## src/rtl/counter_cmd_ctrl_pkg.sv

```systemverilog
// Shared encodings for the counter command sequencer: command codes, FSM states and
// the button priority helper.
package counter_ctrl_defs;

    typedef enum logic [1:0] {
        CMD_NONE  = 2'b00,
        CMD_INC   = 2'b01,
        CMD_LOAD  = 2'b10,
        CMD_RESET = 2'b11
    } cmd_e;

    typedef enum logic [1:0] {
        IDLE     = 2'b00,
        DEBOUNCE = 2'b01,
        ISSUE    = 2'b10,
        RELEASE  = 2'b11
    } state_e;

    // Highest-priority pressed button wins: reset > load > inc.
    function automatic cmd_e pick_cmd(input logic b_reset, input logic b_load,
                                      input logic b_inc);
        if (b_reset) begin
            return CMD_RESET;
        end else if (b_load) begin
            return CMD_LOAD;
        end else if (b_inc) begin
            return CMD_INC;
        end
        return CMD_NONE;
    endfunction

endpackage

```

## src/rtl/sync_2ff.sv

```systemverilog
// Single-bit two-flop synchronizer for raw button levels; clears to 0 on reset.
module sync_2ff (
    input  logic clock,
    input  logic reset_n,
    input  logic d,
    output logic q
);

    logic meta_q;
    logic sync_q;

    always_ff @(posedge clock or negedge reset_n) begin
        if (!reset_n) begin
            meta_q <= 1'b0;
            sync_q <= 1'b0;
        end else begin
            meta_q <= d;
            sync_q <= meta_q;
        end
    end

    assign q = sync_q;

endmodule

```

## src/rtl/counter_cmd_ctrl.sv

```systemverilog
// Turns bouncing buttons plus an auto-run request into clean, mutually exclusive,
// single-cycle reset/load/increment commands for counter16.
module counter_cmd_ctrl
    import counter_ctrl_defs::*;
#(
    parameter int unsigned DEBOUNCE_CYCLES = 120000,
    parameter int unsigned TICK_DIV        = 12000000,
    parameter int unsigned TIMER_W         = 24
) (
    input  logic       clock,
    input  logic       reset_n,
    input  logic       btn_reset,
    input  logic       btn_load,
    input  logic       btn_inc,
    input  logic       auto_run,
    output logic       cnt_reset,
    output logic       cnt_load,
    output logic       cnt_increment,
    output logic       busy,
    output logic [1:0] last_cmd
);

    localparam logic [TIMER_W-1:0] DebLast  = TIMER_W'(DEBOUNCE_CYCLES - 1);
    localparam logic [TIMER_W-1:0] TickLast = TIMER_W'(TICK_DIV - 1);
    localparam logic [TIMER_W-1:0] TimerOne = TIMER_W'(1);

    logic s_reset, s_load, s_inc;

    sync_2ff u_sync_reset (.clock(clock), .reset_n(reset_n), .d(btn_reset), .q(s_reset));
    sync_2ff u_sync_load  (.clock(clock), .reset_n(reset_n), .d(btn_load),  .q(s_load));
    sync_2ff u_sync_inc   (.clock(clock), .reset_n(reset_n), .d(btn_inc),   .q(s_inc));

    state_e             state_q, state_d;
    cmd_e               cmd_q, cmd_d, last_q, last_d;
    logic [TIMER_W-1:0] timer_q, timer_d, tick_q, tick_d;
    logic               reset_q, reset_d, load_q, load_d, inc_q, inc_d, busy_q, busy_d;
    logic               any_btn, latched_btn, tick_wrap, tick_fire;

    assign any_btn   = s_reset | s_load | s_inc;
    assign tick_wrap = auto_run && (tick_q == TickLast);
    // Ticks are only honoured in IDLE with no button; otherwise they are dropped.
    assign tick_fire = tick_wrap && (state_q == IDLE) && !any_btn;

    always_comb begin
        latched_btn = 1'b0;
        case (cmd_q)
            CMD_RESET: latched_btn = s_reset;
            CMD_LOAD:  latched_btn = s_load;
            CMD_INC:   latched_btn = s_inc;
            default:   latched_btn = 1'b0;
        endcase
    end

    always_comb begin
        tick_d = '0;
        if (auto_run && !tick_wrap) begin
            tick_d = tick_q + TimerOne;
        end
    end

    always_comb begin
        state_d = state_q;
        cmd_d   = cmd_q;
        timer_d = timer_q;
        unique case (state_q)
            IDLE: begin
                if (any_btn) begin
                    cmd_d   = pick_cmd(s_reset, s_load, s_inc);
                    timer_d = '0;
                    state_d = DEBOUNCE;
                end
            end
            DEBOUNCE: begin
                if (!latched_btn) begin
                    state_d = IDLE;
                end else if (timer_q == DebLast) begin
                    state_d = ISSUE;
                end else begin
                    timer_d = timer_q + TimerOne;
                end
            end
            ISSUE: begin
                timer_d = '0;
                state_d = RELEASE;
            end
            RELEASE: begin
                if (any_btn) begin
                    timer_d = '0;
                end else if (timer_q == DebLast) begin
                    state_d = IDLE;
                end else begin
                    timer_d = timer_q + TimerOne;
                end
            end
            default: state_d = IDLE;
        endcase
    end

    always_comb begin
        reset_d = 1'b0;
        load_d  = 1'b0;
        inc_d   = 1'b0;
        last_d  = last_q;
        busy_d  = (state_d != IDLE);
        if (state_d == ISSUE) begin
            last_d = cmd_q;
            case (cmd_q)
                CMD_RESET: reset_d = 1'b1;
                CMD_LOAD:  load_d  = 1'b1;
                CMD_INC:   inc_d   = 1'b1;
                default:   last_d  = last_q;
            endcase
        end else if (tick_fire) begin
            inc_d  = 1'b1;
            last_d = CMD_INC;
        end
    end

    always_ff @(posedge clock or negedge reset_n) begin
        if (!reset_n) begin
            state_q <= IDLE;
            cmd_q   <= CMD_NONE;
            last_q  <= CMD_NONE;
            timer_q <= '0;
            tick_q  <= '0;
            reset_q <= 1'b0;
            load_q  <= 1'b0;
            inc_q   <= 1'b0;
            busy_q  <= 1'b0;
        end else begin
            state_q <= state_d;
            cmd_q   <= cmd_d;
            last_q  <= last_d;
            timer_q <= timer_d;
            tick_q  <= tick_d;
            reset_q <= reset_d;
            load_q  <= load_d;
            inc_q   <= inc_d;
            busy_q  <= busy_d;
        end
    end

    assign cnt_reset     = reset_q;
    assign cnt_load      = load_q;
    assign cnt_increment = inc_q;
    assign busy          = busy_q;
    assign last_cmd      = last_q;

endmodule
```

## config.mk

```make
export PLATFORM = sky130hd
export DESIGN_NAME = counter_cmd_ctrl
export DESIGN_NICKNAME = d
export VERILOG_FILES = /design/src/rtl/counter_cmd_ctrl_pkg.sv /design/src/rtl/sync_2ff.sv /design/src/rtl/counter_cmd_ctrl.sv
export SDC_FILE = /design/constraint.sdc
export NUM_CORES = 1
export LEC_CHECK = 0
export ABC_AREA = 1
export BUFFER_PORTS_ARGS = -buffer_cell sky130_fd_sc_hd__buf_2
export CAP_MARGIN = 0
export CORE_MARGIN = 2
export CORE_UTILIZATION = 45
export CTS_CLUSTER_SIZE = 12
export DETAILED_ROUTE_END_ITERATION = 7
export SLEW_MARGIN = 15
export SYNTH_ARGS = -nofsm -noshare
export SYNTH_HDL_FRONTEND = slang
export SYNTH_SLANG_ARGS = --single-unit
```

## constraint.sdc

```tcl
create_clock -name clock -period 2.16 [get_ports clock]
set_input_delay 0.216 -clock clock [delete_from_list [all_inputs] [get_ports clock]]
set_output_delay 0.216 -clock clock [all_outputs]
set_load 0.01 [all_outputs]
```

Yosys cells after proc, flatten, opt, wreduce, memory -nomap -nowiden. Cells that the tools add are included.

Bits in registers: 64. Logic and storage cells: 76. Bits of input ports: 6. Output and inout bits: 6.

Multiplexer cells: 32. Bitwise operators: 2. Equality and inequality tests: 12. Reduce and logical (&&, ||, !) cells: 13. $add $sub $neg: 2.

Operator list (number): 24-bit two-way mux (5); 24-bit one-hot mux with 4 select lines (1); 24-bit by 1-bit adder with 24-bit output, second input constant (2); 24-bit by 17-bit equality test with 1-bit output, second input constant (1); 24-bit equality test, second input constant (1); 2-bit two-way mux (12); 1-bit two-way mux (12); 2-bit equality test, second input constant (5); 2-bit one-hot mux with 4 select lines (1); 2-bit inequality test, second input constant (3); 2-bit AND reduction (3); 2-bit by 1-bit equality test with 1-bit output, second input constant (2); 1-bit logical AND (4); 2-bit nonzero test (2); 1-bit one-hot mux with 3 select lines (1); 3-bit OR reduction (1); 1-bit zero test (2); 2-bit zero test (1); 1-bit bitwise OR (2).

Logic depth before layout (Yosys ltp).
Word-level depth: 7. Depth in mapped cells: 11. Mapped depth without buffers: 11.

Cells and area by module. Synthesis repeated with hierarchy kept, for this count alone.

Cell total of the unflattened synthesis: 519. Area, all modules: 3743.6 µm².

By module, submodules not included: counter_cmd_ctrl (cells each 513, instances 1, seq. area each 1451.4 µm², area each 3593.4 µm²); sync_2ff (cells each 2, instances 3, seq. area each 50.0 µm², area each 50.0 µm²).

Worst setup path after synthesis. OpenSTA, ideal clock, no wires.

Path kind: reg-to-reg. From: register tick_q[0]. To: register tick_q[12]. Stages on the path, launching flop included: 10. Buffers on the path: 1. Period minus slack after synthesis: 1.586 ns. Setup time: 0.125 ns. Data required time: 2.035 ns. Path slack: 0.574 ns. Arrival: 1.462 ns. Cells stage by stage: dfrtp_1 -> ha_1 -> nand3_2 -> nor2_2 -> nand2_2 -> nor2_4 -> nand3_2 -> nand2_2 -> buf_6 -> nor3b_1.

Word-level cells in the longest chain between the ends: 5. Elaborated cells between the ends (all ways): 6. Those cells by class: add/sub: 1; eq/ne: 1; mux: 1; reduce/logical: 3.

Ends and longest elaborated chain: start, declared (RTL line counter_cmd_ctrl.sv:35) `logic [TIMER_W-1:0] timer_q, timer_d, tick_q, tick_d;`; start signal, assigned (RTL line counter_cmd_ctrl.sv:135) `tick_q <= tick_d;`; branches (longest 4 deep; another with 24-bit by 1-bit adder with 24-bit output); 24-bit two-way mux * (RTL line counter_cmd_ctrl.sv:56) `if (auto_run && !tick_wrap) begin`; via tick_d[12] (RTL line counter_cmd_ctrl.sv:35).

Mark *: on every way through the listed nets, which the timed path passes. A chain may end at the register's enable or synchronous reset.

Worst setup path after layout.
From: register tick_q[0]. To: register tick_q[0].

The elaborated chain is that of the path after synthesis.

==> summary.md <==
| Metric | Value |
|---|---|
| Leakage | ~0.0020 µW |
| Largest net degree at the start of global routing | 44 |
| Initial antenna violation count | 0 |
| Cts bufs inserted | 9 |
| Required time worst endpoint | ~2.4 ns |
| CP arrival | roughly 2.2 ns |
| Wire per inst | roughly 13 µm |
| First-pass GRT wire length | roughly 15000 µm |
| Ys flop type | dfrtp_1 |
| Layout Skew | approximately 0.015 ns |
| Crit share post-route | 0.909 |
| Clock tree sinks | 64 |
| Setup-failing EPs final | 0 |
| Core ar. | around 8000 µm² |
| CTS max path bufs | 2 |
| Clk slew on worst S/H paths | approximately 0.080 ns |
| Fin cells | between 600 and 700 |
| H-tree depth | 3 |
| Hold Path Class | input pin to flop |
| Die area | 9220 µm² |
| Reg2Reg Setup Slack | 0.20 ns |
| Fin crit period | 1.96 ns |
| Diode count | 0 |
| Iter 0 DRT Violations | between 200 and 250 |
| Run status | completed |
| Setup TNS | 0 ns |
| Pwr dens | just under 800 nW/µm² |
| Share of layout cells above drive strength 1 | 0.103 |
| Post-synth ARST share | 1.00 |
| Critical path startpoint category | flop |
| TritonCTS clock tree | yes |
| Port buffer count | 11 |
| Peak Freq | 510 MHz |
| Filler cell count | 827 |
| RSZ-0062 raised after global routing | false |
| Register area share after synthesis | 0.420 |
| Crit Path Class | flop to flop |
| Initial core utilization | 0.464 |
| Max-slew headroom | 0.640 |
| Row cnt | 33 |
| Gr ovfl total | 0 |
| Synth warn | 0 |
| Most frequent cell after synthesis | nand2_1 |
| Placer Congestion | 0.935 |
| Die height | ~96 µm |
| First-pass iteration count of the detailed router | 4 |
| Worst VDD drop | roughly 0.37 mV |
| Syn_nets | approximately 540 |
| Nets | 566 |
| Top post-synthesis cells by count | 149 x nand2_1, 97 x nor2_1, 64 x dfrtp_1 |
| Vias in the first global route | around 3100 |
| Placed Instances | 648 |
| Multi-input logic area | between 1500 and 2000 µm² |
| Worst Setup End Kind | flop |
| I/O pin cnt | 12 |
| Maxcap violations | 0 |
| Clk Latency, worst-skew pair | 0.35 ns |
| Drt total wl | between 8000 and 9000 µm |
| Syn-to-layout area delta | 12.1% |
| Area contributors post-synth | dfrtp_1 42%, nand2_1 15%, nor2_1 9.6%, inv_1 5.8%, nand3_1 5.1% |
| Die width | between 90 and 100 µm |
| Post-synth EDFFs | 0 |
| GRT Total Usage | 0.210 |
| CP max FO | 22 |
| DRC viols | 0 |
| HPWL Detailed | 6600 µm |
| Fin. Hold Viols | 0 |
| Max Slew Vio Count | 0 |
| Via count | around 3500 |
| Final antenna-violating net count | 0 |
| Synth Area per Inst | 7.15 µm² |
| Syn Inst Count | 533 |
| Flops & latches, synth | 64 |
| Area leader, netlist | dfrtp_1 |
| Clk root buf | clkbuf_8 |
| Setup bufs post-CTS | 0 |
| Via-per-instance ratio | around 5.2 |
| Seq. cell area | between 1500 and 2000 µm² |
| Post-synth top area share | 0.420 |
| Netlist cell types | 33 |
| Post-synthesis instance area | 3810 µm² |
| Slew of the pin with the lowest slew margin | ~0.54 ns |
layer usage:
layer / wire (µm) / global-route usage / vias up
met2: 3970 / 0.318 / 98
met5: 0 / 0 / -
li1: - / - / 1770
met1: 4320 / 0.300 / 1578
met3: 476 / 0.0313 / 11
met4: 167 / 0.0833 / 0
final timing paths:
kind / start / end / depth (start not counted)
min in group asynchronous: reset_n / cnt_load / 2
min reg2reg: u_sync_inc.meta_q / u_sync_inc.q / 0
max in group asynchronous: reset_n / tick_q[22] / 3
max: tick_q[0] / tick_q[0] / 8
min: auto_run / tick_q[3] / 3
max reg2reg: tick_q[0] / tick_q[0] / 8
timing repair:
item / in CTS / in global routing
hold buffers: 4 / 0
gates resized for setup: 0 / 0
endpoints found under the hold margin: 24 / 0
sequential cells by signal (all words and copies together) (netlist names):
name and cells:
busy 1, u_sync_inc.q 1, cnt_reset 1, cnt_load 1, u_sync_reset.q 1, timer_q 24, tick_q 24, u_sync_reset.meta_q 1
u_sync_load.q 1, state_q 2, cmd_q 2, cnt_increment 1, last_cmd 2, u_sync_inc.meta_q 1, u_sync_load.meta_q 1
area by class of cell:
type	count	share of cell area
clock inverters	7	0.0240
multi-input cells	399	0.451
repair buffers	20	0.0340
inverters	64	0.0563
flip-flops and latches	64	0.375
well taps	105	0.0308
clock buffers	9	0.0290
kinds of logic (layout without fill, tap and decap cells):
logic type | Yosys count | after routing | share of synthesized area
flip-flops | 64 | 64 | 0.421
AO/OA/AOI/OAI | 30 | 30 | 0.0470
adder cells (fa/ha/maj) | 2 | 2 | 0.00657
buffers and inverters | 70 | 100 | 0.0746
AND/OR/NAND/NOR | 352 | 352 | 0.417
XOR/XNOR | 15 | 15 | 0.0345
metrics by stage:
| stage | hold slack, ns | utilization | total power [µW] | setup slack (ns) | area (µm²) |
|---|---|---|---|---|---|
| floorplan | -0.0796 | - | 1900 | 0.574 | 3810 |
| global placement | 0.226 | 0.487 | 2120 | 0.279 | 4000 |
| detailed placement | 0.232 | 0.487 | 2140 | 0.198 | 4000 |
| CTS | 0.142 | 0.519 | 3360 | 0.194 | 4270 |
| global route | 0.160 | 0.519 | 3490 | 0.0464 | 4270 |
| finish | 0.165 | 0.519 | 3320 | 0.197 | 4270 |
where the power goes:
part / switching, µW / internal [µW] / leakage (µW)
Sequential: 92.7 / 1280 / 0.000857
Combinational: 518 / 225 / 0.00102
Clock: 538 / 662 / 0.000110
Total: 1150 / 2170 / 0.00198
cells in the final DEF (no fill, tap or decap), types with 3 or more instances in the layout:
cell,n
nand2_1,149
nor2_1,97
dfrtp_1,64
inv_1,59
nand3_1,39
nand4_1,17
nor3_1,15
buf_2,11
nor3b_1,9
o21ai_0,9
clkbuf_8,9
xor2_1,8
a21oi_1,7
xnor2_1,7
nand2_2,6
o2111ai_1,6
nor2_4,5
inv_2,5
o21ai_1,5
nand3_2,4
dlygate4sd3_1,4
buf_4,4
nor2_2,3
critical path, stage by stage (launching register included):
cell and delay, ns:
dfrtp_1 0.45, ha_1 0.25, nand3_2 0.13, nor2_2 0.14
nand2_2 0.11, nor2_4 0.18, nand3_2 0.11, nand2_2 0.36
nor2_1 0.10
Power figures use the tool's default switching activity.
